**config.mk**
```make
export PLATFORM = sky130hd
export DESIGN_NAME = fifo_rd_ctrl
export DESIGN_NICKNAME = d
export VERILOG_FILES = /design/src/rtl/fifo_pkg.sv /design/src/rtl/fifo_gray_ptr.sv /design/src/rtl/fifo_rd_ctrl.sv
export SDC_FILE = /design/constraint.sdc
export NUM_CORES = 1
export LEC_CHECK = 0
export CAP_MARGIN = 20
export CORE_UTILIZATION = 43
export CTS_BUF_LIST = sky130_fd_sc_hd__clkbuf_16
export DETAILED_ROUTE_END_ITERATION = 8
export HOLD_SLACK_MARGIN = 0.05
export PLACE_DENSITY = 0.78
export SETUP_SLACK_MARGIN = 0.3
export SYNTH_ARGS = -nofsm -noshare
export SYNTH_HDL_FRONTEND = slang
export SYNTH_SLANG_ARGS = --single-unit
export TNS_END_PERCENT = 1
```
**constraint.sdc**
```tcl
create_clock -name R_CLK -period 2.9 [get_ports R_CLK]
set_input_delay 0.87 -clock R_CLK [delete_from_list [all_inputs] [get_ports R_CLK]]
set_output_delay 0.87 -clock R_CLK [all_outputs]
set_load 0.02 [all_outputs]
```
**src/rtl/fifo_pkg.sv**
```systemverilog
// Shared types and pointer helpers for the asynchronous FIFO.
// Gray/binary conversions work on a zero-extended vector of up to GRAY_MAX_W bits.
package fifo_pkg;

    localparam int PTR_WIDTH_DEF = 3;
    localparam int GRAY_MAX_W    = 16;

    typedef logic [GRAY_MAX_W-1:0] gvec_t;

    typedef enum logic {
        IDLE = 1'b0,
        HOLD = 1'b1
    } ostate_t;

    function automatic int depth_of(input int ptr_width);
        return 1 << ptr_width;
    endfunction

    localparam int DEPTH_DEF = depth_of(PTR_WIDTH_DEF);

    function automatic gvec_t bin2gray(input gvec_t b);
        return b ^ (b >> 1);
    endfunction

    // Zero upper bits stay zero, so any narrower pointer converts correctly.
    function automatic gvec_t gray2bin(input gvec_t g);
        gvec_t b;
        b[GRAY_MAX_W-1] = g[GRAY_MAX_W-1];
        for (int i = GRAY_MAX_W - 2; i >= 0; i--) begin
            b[i] = b[i+1] ^ g[i];
        end
        return b;
    endfunction

endpackage

```
**src/rtl/fifo_gray_ptr.sv**
```systemverilog
// Binary + Gray pointer register with increment enable.
// Shared by the read- and write-side FIFO controllers.
module fifo_gray_ptr
    import fifo_pkg::*;
#(
    parameter int W = 4
) (
    input  logic         clk,
    input  logic         rst,
    input  logic         inc,
    output logic [W-1:0] bin,
    output logic [W-1:0] gray,
    output logic [W-1:0] nxt
);

    assign nxt = bin + W'(inc);

    // Advance both encodings together so Gray always matches binary.
    always_ff @(posedge clk) begin
        if (rst) begin
            bin  <= '0;
            gray <= '0;
        end else begin
            bin  <= nxt;
            gray <= W'(bin2gray(GRAY_MAX_W'(nxt)));
        end
    end

endmodule

```
**src/rtl/fifo_rd_ctrl.sv**
```systemverilog
// Read-domain controller of the async FIFO: read pointer, EMPTY, level,
// and a registered valid/ready output stage fed from the FIFO memory.
module fifo_rd_ctrl
    import fifo_pkg::*;
#(
    parameter int DATA_WIDTH = 8,
    parameter int PTR_WIDTH  = PTR_WIDTH_DEF
) (
    input  logic                  R_CLK,
    input  logic                  R_RST,
    input  logic [PTR_WIDTH:0]    WPTR_GRAY_SYNC,
    input  logic [DATA_WIDTH-1:0] MEM_RDATA,
    input  logic                  O_READY,
    output logic                  R_EN,
    output logic [PTR_WIDTH-1:0]  B_RPTR,
    output logic [PTR_WIDTH:0]    RPTR_GRAY,
    output logic                  EMPTY,
    output logic                  O_VALID,
    output logic [DATA_WIDTH-1:0] O_DATA,
    output logic [PTR_WIDTH:0]    R_LEVEL
);

    localparam int PW = PTR_WIDTH + 1;

    logic          pop;
    logic [PW-1:0] rptr_bin;
    logic [PW-1:0] rptr_next;
    logic [PW-1:0] rptr_gray;
    logic [PW-1:0] wptr_bin;
    logic [PW-1:0] rgray_next;
    ostate_t       state;
    ostate_t       state_nxt;

    // Pop whenever memory has data and the output slot is free or draining.
    assign pop  = !EMPTY && (!O_VALID || O_READY);
    assign R_EN = pop;

    fifo_gray_ptr #(
        .W (PW)
    ) u_rptr (
        .clk  (R_CLK),
        .rst  (R_RST),
        .inc  (pop),
        .bin  (rptr_bin),
        .gray (rptr_gray),
        .nxt  (rptr_next)
    );

    assign B_RPTR     = rptr_bin[PTR_WIDTH-1:0];
    assign RPTR_GRAY  = rptr_gray;
    assign wptr_bin   = PW'(gray2bin(GRAY_MAX_W'(WPTR_GRAY_SYNC)));
    assign rgray_next = PW'(bin2gray(GRAY_MAX_W'(rptr_next)));

    // Flags track the post-pop pointer so the last word is never over-read.
    always_ff @(posedge R_CLK) begin
        if (R_RST) begin
            EMPTY   <= 1'b1;
            R_LEVEL <= '0;
        end else begin
            EMPTY   <= (rgray_next == WPTR_GRAY_SYNC);
            R_LEVEL <= wptr_bin - rptr_bin - PW'(pop);
        end
    end

    // Output stage state register.
    always_ff @(posedge R_CLK) begin
        if (R_RST) begin
            state <= IDLE;
        end else begin
            state <= state_nxt;
        end
    end

    // Output stage next-state: fill on pop, empty on a transfer without refill.
    always_comb begin
        state_nxt = state;
        unique case (state)
            IDLE: if (pop) state_nxt = HOLD;
            HOLD: if (O_READY && !pop) state_nxt = IDLE;
        endcase
    end

    // Output stage decode.
    always_comb begin
        O_VALID = (state == HOLD);
    end

    // Output word loads only on a pop; it is otherwise held.
    always_ff @(posedge R_CLK) begin
        if (R_RST) begin
            O_DATA <= '0;
        end else if (pop) begin
            O_DATA <= MEM_RDATA;
        end
    end

endmodule

```
==> summary.log <==
qor: power.worst_ir_drop_vdd 0.382 mV
qor: power.p_per_area 564 nW/um2
qor: floorplanning.dieHeight 50.5 um
qor: power.power 908 uW
qor: power.total_switching_power 239 uW
qor: place.placement.io_buffers 36
qor: synth.async_reset_ff_share 0%
qor: clock_tree.cts_htree_levels 1
qor: setup_path.critical_path_arrival 2.67 ns
qor: floorplanning.dieArea 2550 um2
qor: clock_tree.clock_tree_from_tritoncts yes
qor: setup_path.timing.critical_path.cells clkdlybuf4s15_1 -> xor3_2 -> xor2_2 -> fa_2 -> ha_4 -> nand2b_4 -> a21oi_2 -> xnor2_1 -> nor2_1
qor: floorplanning.initial_utilization 45.8%
qor: synth.ys_seq_elements 21
qor: timing.min_period_over_period 88.7%
qor: timing.finalClockSkew 0.00160 ns
qor: synth.syn-mean-instance-area 10.5 um2
qor: clock_tree.number_of_setup_buffers_added_after_cts 0
qor: timing.rsz0062_at_grt yes
qor: worst_hold_path.min_path_cells 2
qor: setup_path.timing.critical_path.fanout_max 2
qor: setup_path.worst_r2r_path_depth 9
qor: run_status.outcome finished, final reports clean
qor: clock_tree.clock_input_transition_at_the_sequential_cells_of_the_worst_setup_and_hold_paths 0.05 ns
qor: synth.synthDominantCellAreaShare 41.5%
qor: detailed_routing.post_drt_wl_per_cell 12.1 um
qor: clock_tree.cts.hold.buffers_added 0
qor: worst_hold_path.worst_hold_check_path_type reg2reg
qor: synth.syn-instance-count 96
qor: power.power_frac_comb 33.1%
qor: finish.syn_to_final_growth 59.0%
qor: floorplanning.die_width 50.5 um
qor: setup_path.worstReg2RegEnd EMPTY
qor: floorplanning.floorplan.core_area 2210 um2
qor: timing.final-hold-violation-count 0
qor: synth.number_of_synthesized_flops_with_an_enable_pin 0
qor: timing.setup_violators_final 0
qor: finish.fillerInstances 160
qor: timing.finalHoldWorstSlack 0.495 ns
qor: detailed_routing.drt_first_iter_violations 5
qor: power.power_switching_share 26.3%
qor: clock_tree.clock_latency 0.24 ns
qor: setup_path.cp.required 3.00 ns
qor: timing.max_clock_freq 389 MHz
qor: power.proportion_of_power_drawn_by_the_clock_network 29.9%
qor: power.power_report.internal_total 669 uW
qor: setup_path.worstSetupStartpoint WPTR_GRAY_SYNC[1]
qor: global_route.grt_pass1_vias 799
qor: synth.synth-main-ff-cell dfxtp_1
qor: power.power.static_leakage 0.694 nW
qor: synth.yosys_warnings 0
qor: finish.multiInputGateArea 614 um2
qor: global_route.grt_antenna_before_repair 0
qor: finish.ff_latch_area 420 um2
qor: setup_path.critical-path-slowest-cell xor3_2
qor: clock_tree.cts-root-buf clkbuf_16
qor: setup_path.crit_path_launch_type primary input
qor: power.part_of_the_total_power_dissipated_in_sequential_elements 37.0%
qor: floorplanning.rows 17
qor: synth.synth_top_area_cell dfxtp_1
qor: finish.share_of_layout_cells_above_drive_strength_1 21.7%
qor: global_route.gr-usage-all-layers 18.3%
qor: timing.worstMarginPinSlew 0.739 ns
qor: floorplanning.io-pin-count 37
qor: clock_tree.cts_max_path_buffers 2
qor: synth.post_synth_instance_area 1010 um2
qor: detailed_routing.route.final.wire_length 2.08 mm
qor: worst_hold_path.holdCritStartpoint O_DATA[5]
qor: finish.num-nets-final 166
qor: synth.yosys.cell_count.top_type dfxtp_1
qor: timing.slew_violations 0
qor: worst_hold_path.min_delay_endpoint O_DATA[5]
qor: timing.final.min_clock_period 2.57 ns
qor: detailed_routing.route.vias.total 781
qor: synth.netlist-cell-type-count 28
qor: setup_path.ws_path_type in2reg
qor: global_route.grt_overflow 0
qor: detailed_routing.drt-vias-per-instance 4.57
qor: synth.yosysSeqAreaShare 41.5%
qor: synth.netlist_top_cells_count dfxtp_1, nor2_1, mux2i_1, xnor2_1
qor: detailed_routing.antenna_viol_nets_final 0
qor: clock_tree.cts_inserted_buffers 3
qor: timing.final.setup.tns 0 ns
qor: detailed_routing.detail_route.drc_violations 0
qor: place.gp_routability_congestion 0.690
qor: synth.ys_top_cells_by_area dfxtp_1, mux2i_1, xnor2_1, ha_1, nor2_1
qor: finish.num_antenna_cells 0
qor: setup_path.setup.reg_to_reg.worst_slack 1.01 ns
qor: setup_path.endpoint_kind flip-flop
qor: setup_path.reg2reg_start O_VALID
qor: global_route.grt_start_max_net_pins 22
qor: flow_run.maxCapViolCount 0
qor: clock_tree.clkSinkCount 21
qor: place.place_hpwl 1.55 mm
qor: timing.max_slew_margin 50.6%
qor: synth.postSynthNetCount 118
qor: setup_path.cp_slowest_stage_delay 0.47 ns
qor: global_route.grt_first_pass_wirelength 3.44 mm
qor: detailed_routing.drt_pass1_iterations 3
[final cells by class]
cell class	count	area share, %
Timing Repair Buffer	47	27.4
Clock buffer	3	4.67
Tap cell	28	2.18
Sequential cell	21	26.1
Inverter	5	1.17
Multi-Input combinational cell	66	38.2
Clock inverter	1	0.233
[logic make-up (layout without fill, tap and decap cells)]
logic type,after synthesis,in the layout,share of synthesized area [%]
AOI/OAI and AO/OA,6,6,4.20
buffers and inverters,9,56,4.20
xor gates and xnor gates,15,15,17.6
muxes,9,9,8.90
adders and majority gates,7,7,10.1
DFF,21,21,41.5
and+or+nand+nor,29,29,13.5
[registers in the layout, indices dropped and copies added (netlist names)]
signal and cells:
u_rptr.gray 3, O_DATA 8, O_VALID 1, R_LEVEL 4, EMPTY 1, u_rptr.bin 4
[placed cells by master (no fill, tap or decap), drive strengths merged]
cell type      Yosys  final
dlygate4sd2        0      1
clkdlybuf4s15      0      3
a21o               1      1
and3               1      1
o21bai             1      1
nor2              14     14
a21oi              3      3
and2               1      1
nand3              1      1
ha                 5      5
inv                5      6
buf                2     12
xnor2             10     10
dfxtp             21     21
clkbuf             2      3
or2                1      1
nor2b              5      5
xor2               3      3
nor3               1      1
o32ai              1      1
mux2i              9      9
xor3               2      2
nand2              3      3
fa                 2      2
clkdlybuf4s50      0     31
nand2b             2      2
[power by group through the flow]
stage          Sequential, mW  Combinational [mW]  Clock (mW)
2_1_floorplan           0.380               0.118           0
3_3_place_gp            0.340               0.273           0
3_5_place_dp            0.341               0.278           0
4_1_cts                 0.336               0.291       0.277
5_1_grt                 0.340               0.323       0.299
6_report                0.336               0.300       0.271
[metrics by stage]
stage          instances  worst slack [ns]  utilization (%)  cell area [um2]
6_report             171             0.327             72.7             1610
5_1_grt              171             0.272             72.7             1610
4_1_cts              171             0.320             71.8             1590
3_5_place_dp         167            -0.265             66.4             1470
3_3_place_gp         167            -0.255             66.4             1470
2_1_floorplan         96             0.295                -             1020
[how the worst max path moves through the flow]
stage,endpoint,slack [ns],cells after the start
final,R_LEVEL[3],0.33,9
after global routing,R_LEVEL[3],0.27,9
after CTS,R_LEVEL[3],0.32,9
after detailed placement,R_LEVEL[3],-0.27,9
after global placement,R_EN,-0.25,4
after floorplan,R_LEVEL[3],0.29,8
[layer usage]
metal | wire length, um | global-route usage (%) | vias up
li1 | - | - | 399
met1 | 815 | 20.0 | 355
met2 | 1120 | 34.9 | 25
met3 | 130 | 2.73 | 2
met4 | 10 | 6.94 | 0
met5 | 0 | 0 | -
[critical path: cells and delay by family]
family | cells | cell delay, ns
XOR/XNOR | 3 | 0.78
adder cells (fa/ha/maj) | 2 | 0.55
buffers and inverters | 1 | 0.18
AND/OR/NAND/NOR | 2 | 0.18
AO/OA/AOI/OAI | 1 | 0.11
[timing repair]
item / in CTS / in global routing
endpoints found under the setup margin: 6 / 2
resized for setup: 21 / 4
pin swaps: 5 / 6
Note: power is estimated with default switching activity, not from simulation.
